==> config.mk <==
export PLATFORM = sky130hd
export DESIGN_NAME = alu_op_issuer
export DESIGN_NICKNAME = d
export VERILOG_FILES = /design/src/rtl/alu_op_issuer.sv
export SDC_FILE = /design/constraint.sdc
export NUM_CORES = 1
export LEC_CHECK = 0
export ABC_AREA = 1
export CORE_MARGIN = 3
export CORE_UTILIZATION = 25
export DETAILED_ROUTE_END_ITERATION = 8
export SYNTH_ARGS = -nofsm -noshare
export SYNTH_HDL_FRONTEND = slang
export SYNTH_SLANG_ARGS = --single-unit
==> constraint.sdc <==
create_clock -name clk -period 6.1 [get_ports clk]
set_clock_uncertainty 0.05 [all_clocks]
set_input_delay 1.83 -clock clk [delete_from_list [all_inputs] [get_ports clk]]
set_output_delay 1.83 -clock clk [all_outputs]
set_load 0.1 [all_outputs]
==> src/rtl/alu_op_issuer.sv <==
// RISC-V ALU front end: decodes R/I-type funct3/funct7 into an ALU op code, issues
// operands to the execution units and returns result/zero/rd with timeout and illegal-encoding errors.
module alu_op_issuer #(
   parameter int unsigned TIMEOUT_CYCLES = 16
) (
   input  logic        clk,
   input  logic        rst,
   input  logic        in_valid,
   output logic        in_ready,
   input  logic [2:0]  in_funct3,
   input  logic        in_funct7_5,
   input  logic        in_is_imm,
   input  logic [31:0] in_rs1_val,
   input  logic [31:0] in_rs2_val,
   input  logic [31:0] in_imm,
   input  logic [4:0]  in_rd,
   output logic [31:0] alu_A,
   output logic [31:0] alu_B,
   output logic [3:0]  alu_operation,
   output logic        alu_valid,
   input  logic        alu_done,
   input  logic [31:0] alu_Result,
   input  logic        alu_ZeroFlag,
   output logic        out_valid,
   input  logic        out_ready,
   output logic [31:0] out_result,
   output logic        out_zero,
   output logic [4:0]  out_rd,
   output logic        out_error
);

   // state  | meaning
   // S_IDLE | waiting for an instruction
   // S_WAIT | request issued, waiting for alu_done or timeout
   // S_RESP | response presented until out_ready
   typedef enum logic [1:0] {S_IDLE, S_WAIT, S_RESP} state_t;

   state_t      state, state_nxt;
   logic [7:0]  wait_cnt;
   logic        accept;
   logic        legal;
   logic        timeout_hit;
   logic [3:0]  op_dec;
   logic [31:0] b_dec;

   // in_ready is gated by rst so it reads 0 for the whole reset assertion
   assign in_ready    = (state == S_IDLE) & ~rst;
   assign alu_valid   = (state == S_WAIT);
   assign out_valid   = (state == S_RESP);
   assign accept      = in_valid & in_ready;
   assign timeout_hit = ((wait_cnt + 8'd1) == 8'(TIMEOUT_CYCLES));

   always_comb begin
      op_dec = 4'b0000;
      legal  = 1'b1;
      b_dec  = in_is_imm ? in_imm : in_rs2_val;
      case (in_funct3)
         3'b000: op_dec = (in_funct7_5 & ~in_is_imm) ? 4'b0001 : 4'b0000;
         3'b001: begin
            op_dec = 4'b0010;
            legal  = ~in_funct7_5;
         end
         3'b010: op_dec = 4'b0011;
         3'b011: op_dec = 4'b0100;
         3'b100: op_dec = 4'b1100;
         3'b101: op_dec = in_funct7_5 ? 4'b0110 : 4'b0101;
         3'b110: op_dec = 4'b1011;
         3'b111: op_dec = 4'b1010;
         default: op_dec = 4'b0000;
      endcase
      if (~in_is_imm & in_funct7_5 & (in_funct3 != 3'b000) & (in_funct3 != 3'b101))
         legal = 1'b0;
      // immediate shifts only use shamt; the upper bits carry the SRA selector
      if (in_is_imm & ((in_funct3 == 3'b001) | (in_funct3 == 3'b101)))
         b_dec = {27'b0, in_imm[4:0]};
   end

   always_ff @(posedge clk or posedge rst) begin
      if (rst) state <= S_IDLE;
      else     state <= state_nxt;
   end

   always_comb begin
      state_nxt = state;
      case (state)
         S_IDLE: if (accept) state_nxt = legal ? S_WAIT : S_RESP;
         S_WAIT: if (alu_done | timeout_hit) state_nxt = S_RESP;
         S_RESP: if (out_ready) state_nxt = S_IDLE;
         default: state_nxt = S_IDLE;
      endcase
   end

   always_ff @(posedge clk or posedge rst) begin
      if (rst) begin
         alu_A         <= '0;
         alu_B         <= '0;
         alu_operation <= '0;
         out_result    <= '0;
         out_zero      <= 1'b0;
         out_rd        <= '0;
         out_error     <= 1'b0;
         wait_cnt      <= '0;
      end else begin
         if (accept) begin
            alu_A         <= in_rs1_val;
            alu_B         <= b_dec;
            alu_operation <= op_dec;
            out_rd        <= in_rd;
            out_result    <= '0;
            out_zero      <= 1'b0;
            out_error     <= ~legal;
            wait_cnt      <= '0;
         end
         if (state == S_WAIT) begin
            wait_cnt <= wait_cnt + 8'd1;
            // a completion on the terminal edge beats the timeout
            if (alu_done) begin
               out_result <= alu_Result;
               out_zero   <= alu_ZeroFlag;
               out_error  <= 1'b0;
            end else if (timeout_hit) begin
               out_error  <= 1'b1;
            end
         end
      end
   end

endmodule

# Yosys cells after proc, flatten, opt, wreduce, memory -nomap -nowiden
# Cells that the tools add are included.
[word_totals]
wordCells = 65
reg_bits = 117
inputBits = 144
[op_classes]
mux = 24
n_bitwise = 12
reduce_logical = 5
n_addsub = 1
n_eq_ne = 14
[ops]
columns = ["operator", "count"]
rows = [
  ["32-bit two-way mux", 5],
  ["4-bit case mux with 8 select lines", 1],
  ["8-bit two-way mux", 2],
  ["3-bit == test, second input constant", 4],
  ["1-bit two-way mux", 10],
  ["2-bit two-way mux", 5],
  ["8-bit by 1-bit adder with 8-bit output, second input constant", 1],
  ["8-bit by 5-bit == test with 1-bit output, second input constant", 1],
  ["1-bit AND", 6],
  ["3-bit by 2-bit == test with 1-bit output, second input constant", 2],
  ["2-bit case mux with 3 select lines", 1],
  ["2-bit by 1-bit inequality test with 1-bit output, second input constant", 2],
  ["1-bit inverter", 4],
  ["3-bit by 1-bit == test with 1-bit output, second input constant", 1],
  ["3-bit logical NOT", 1],
  ["3-bit inequality test, second input constant", 1],
  ["3-bit AND reduction", 1],
  ["3-bit nonzero test", 1],
  ["2-bit by 1-bit == test with 1-bit output, second input constant", 1],
  ["2-bit == test, second input constant", 1],
  ["2-bit logical NOT", 1],
  ["2-bit inequality test, second input constant", 1],
  ["1-bit bitwise OR", 2],
  ["2-bit nonzero test", 1],
]

# Depth between registers and ports, before layout
[logic_depth]
word_depth = 10
depth_mapped = 10

# Worst setup path before layout
# OpenSTA, ideal clock, no wires.
[synth_path]
path_type = "in2out"
start = "input port rst"
end = "output port in_ready"
stages = 1
t_arrival_ns = 3.083
required_ns = 4.220
setup_slack_ns = 1.137
n_path_buf = 0
path_cell_list = "nor2_1"
[synth_between]
elab_chain_len = 2
[synth_lines]
columns = ["item", "line_no", "source"]
rows = [
  ["from (decl)", "7", "input logic rst,"],
  ["1-bit inverter", "47", "assign in_ready = (state == S_IDLE) & ~rst;"],
  ["1-bit AND", "47", ""],
  ["to (decl)", "9", "output logic in_ready,"],
]
# No other way between the ends.

# Worst setup path in the final report
# Ends and elaborated chain as after synthesis.

==> metrics <==
CTS tree built; GR Util All Layers 14.3%; largest area contributor in the netlist dfrtp_1; Placed Cells around 1100; top achievable clock speed 215 MHz; synthesis-stage register bit count between 100 and 150; antenna-violating nets left 0; DP Wirelength 11.0 mm; clock root buffer clkbuf_16; worst hold path class flip-flop to flip-flop; largest cells by area after synthesis dfrtp_1 56%, nand2_1 20%, o21ai_0 5.4%; Die X 150 um; Worst setup EP type primary output; Layout area overhead 64.9%; largest net degree at the start of global routing 77; Ports 254; Crit Path Class input port to primary output; CP Max Fanout 3; GPL Wtd Cong 0.756; DRC 0; Initial DRC Count 256; Cell Area, Synth 5190 um^2; Pre-Repair DR Iteration Count 4; die height approximately 150 um; Die Area 22500 um^2; CTS Buf Count 17; Final Critical Period 4.66 ns; Longest Clk Path Bufs 2; NumNets Final 1012; grt ovf 0; Worst Tran Pin Value 1.05 ns; Slew Viols, Final 0; Post-Synth XOR/XNOR Area 0.338%; commonest non-fill, non-tap cell in the layout nand2_1; Port Buf Inserts 253; Post-CTS Setup Bufs 0; CP startpoint kind input port; non-filler cells in the finished layout 1150; Mapped Cells 624; fin crit share 76.4%; post-detailed-routing wire length roughly 16 mm; post_cts resized 0; status complete, no violations; core area a little over 20000 um^2; htree depth 4; syn_nets 769; initial antenna violation count 0; max_cap viols 0; Critical Path RT 4.22 ns; Fin. Hold Viols 0; DR vias/cell approximately 4.2; RSZ-0062 raised after global routing false; FILL cells 2030; antenna cells 0; clk sinks 117; yosys warns 0; standard-cell rows 52; Seq/Total Area, Yosys 56.4%; vias in the first global route 4610; Synth cell types 26; wire length per cell 14.0 um; Initial Util 25.6%; Synth Area in Adders less than 1%; post-synthesis mux area share 0%; top cell type's share of synthesized area 56.4%; setup TNS 0 ns; syn avg cell area 8.32 um^2; clk_lat worst skew 0.41 ns; main combinational cell family by area after synthesis simple AND/OR/NAND/NOR gates; Post-CTS Hold Fix Bufs 0; post-synthesis compound-gate area fraction about an eighth; worst path arrival time 2.78 ns; final setup vio count 0; fraction of layout instances using a drive strength above 1 5.80%; Synth Area in Simple Gates 22.9%; global-route wire length before repair 25.2 mm; commonest non-fill, non-tap cells in the layout 274 x nand2_1, 251 x clkdlybuf4s50_1, 117 x dfrtp_1; relative slew slack 30.0%; DR vias about 4800; clock-pin slew on the worst setup and hold paths 0.06 ns
==> cell usage after synthesis <==
library cell / instances
o211ai_1: 27
clkbuf_1: 11
nand4_1: 1
buf_2: 15
buf_1: 1
nor2_4: 1
nand2_1: 274
xor2_1: 2
inv_1: 44
a2bb2oi_1: 1
buf_6: 3
nand2_2: 2
o21ai_0: 56
o31ai_1: 2
nor3b_1: 1
nand3_1: 12
dfrtp_1: 117
buf_4: 5
a21oi_1: 3
nor3b_4: 1
o31ai_2: 1
o22ai_1: 1
nor2_1: 12
inv_2: 5
ha_1: 1
o21ai_1: 25
==> worst paths after layout <==
| path | to | slack, ns | from | cells past startpoint |
|---|---|---|---|---|
| setup / recovery | in_ready | 1.44 | rst | 3 |
| hold / removal | alu_A[17]$_DFFE_PP0P_ | 0.42 | alu_A[17]$_DFFE_PP0P_ | 2 |
| setup reg to reg | alu_B[15]$_DFFE_PP0P_ | 4.06 | state[0]$_DFFE_PP0P_ | 7 |
| hold reg to reg | alu_A[17]$_DFFE_PP0P_ | 0.42 | alu_A[17]$_DFFE_PP0P_ | 2 |
| max in group asynchronous | alu_A[18]$_DFFE_PP0P_ | 3.22 | rst | 3 |
| min in group asynchronous | out_result[27]$_DFF_PP0_ | 1.97 | rst | 2 |
==> registers in the layout (all words and copies together) (netlist names) <==
name           cells
out_result        32
alu_A             32
alu_operation      4
out_rd             5
out_zero           1
state              2
alu_B             32
out_error          1
wait_cnt           8
==> worst max-delay path, stage by stage <==
cell and delay, ns:
clkdlybuf4s50_1 0.51, nor2_1 0.14, buf_4 0.29
==> through the flow <==
stage	setup WS [ns]	instance area, um^2	util, %	hold WS, ns
global placement	1.42	7920	39.0	0.404
floorplan	1.12	5190	-	0.466
detailed placement	1.43	7920	39.0	0.407
global route	1.42	8560	42.2	0.435
finish	1.44	8560	42.2	0.417
CTS	1.43	8560	42.2	0.423
==> layout make-up <==
type | instances | area [um^2] | share of cell area [%]
Clock buffer | 18 | 439 | 5.13
Multi-Input combinational cell | 423 | 1890 | 22.0
Tap cell | 270 | 338 | 3.95
Sequential cell | 117 | 2930 | 34.2
Inverter | 49 | 188 | 2.19
Clock inverter | 14 | 198 | 2.31
Timing Repair Buffer | 259 | 2580 | 30.2
==> logic make-up after synthesis <==
kind of cell	after synthesis
simple gates	304
flops	117
compound gates	116
buf+inv	84
xor+xnor	2
fa+ha+maj	1
==> per-layer routing <==
metal / wire, um / global-route usage (%) / share of wire [%] / up-vias
met5: 0 / 0 / 0 / -
met3: 1180 / 4.82 / 7.3 / 14
met2: 7610 / 22.7 / 47 / 144
li1: - / - / - / 2459
met4: 261 / 5.44 / 1.6 / 0
met1: 7090 / 18.1 / 44 / 2193
Power is left out: the tool's default activity adds up to more than one toggle a clock period on the data nets, which glitch-free logic cannot reach.
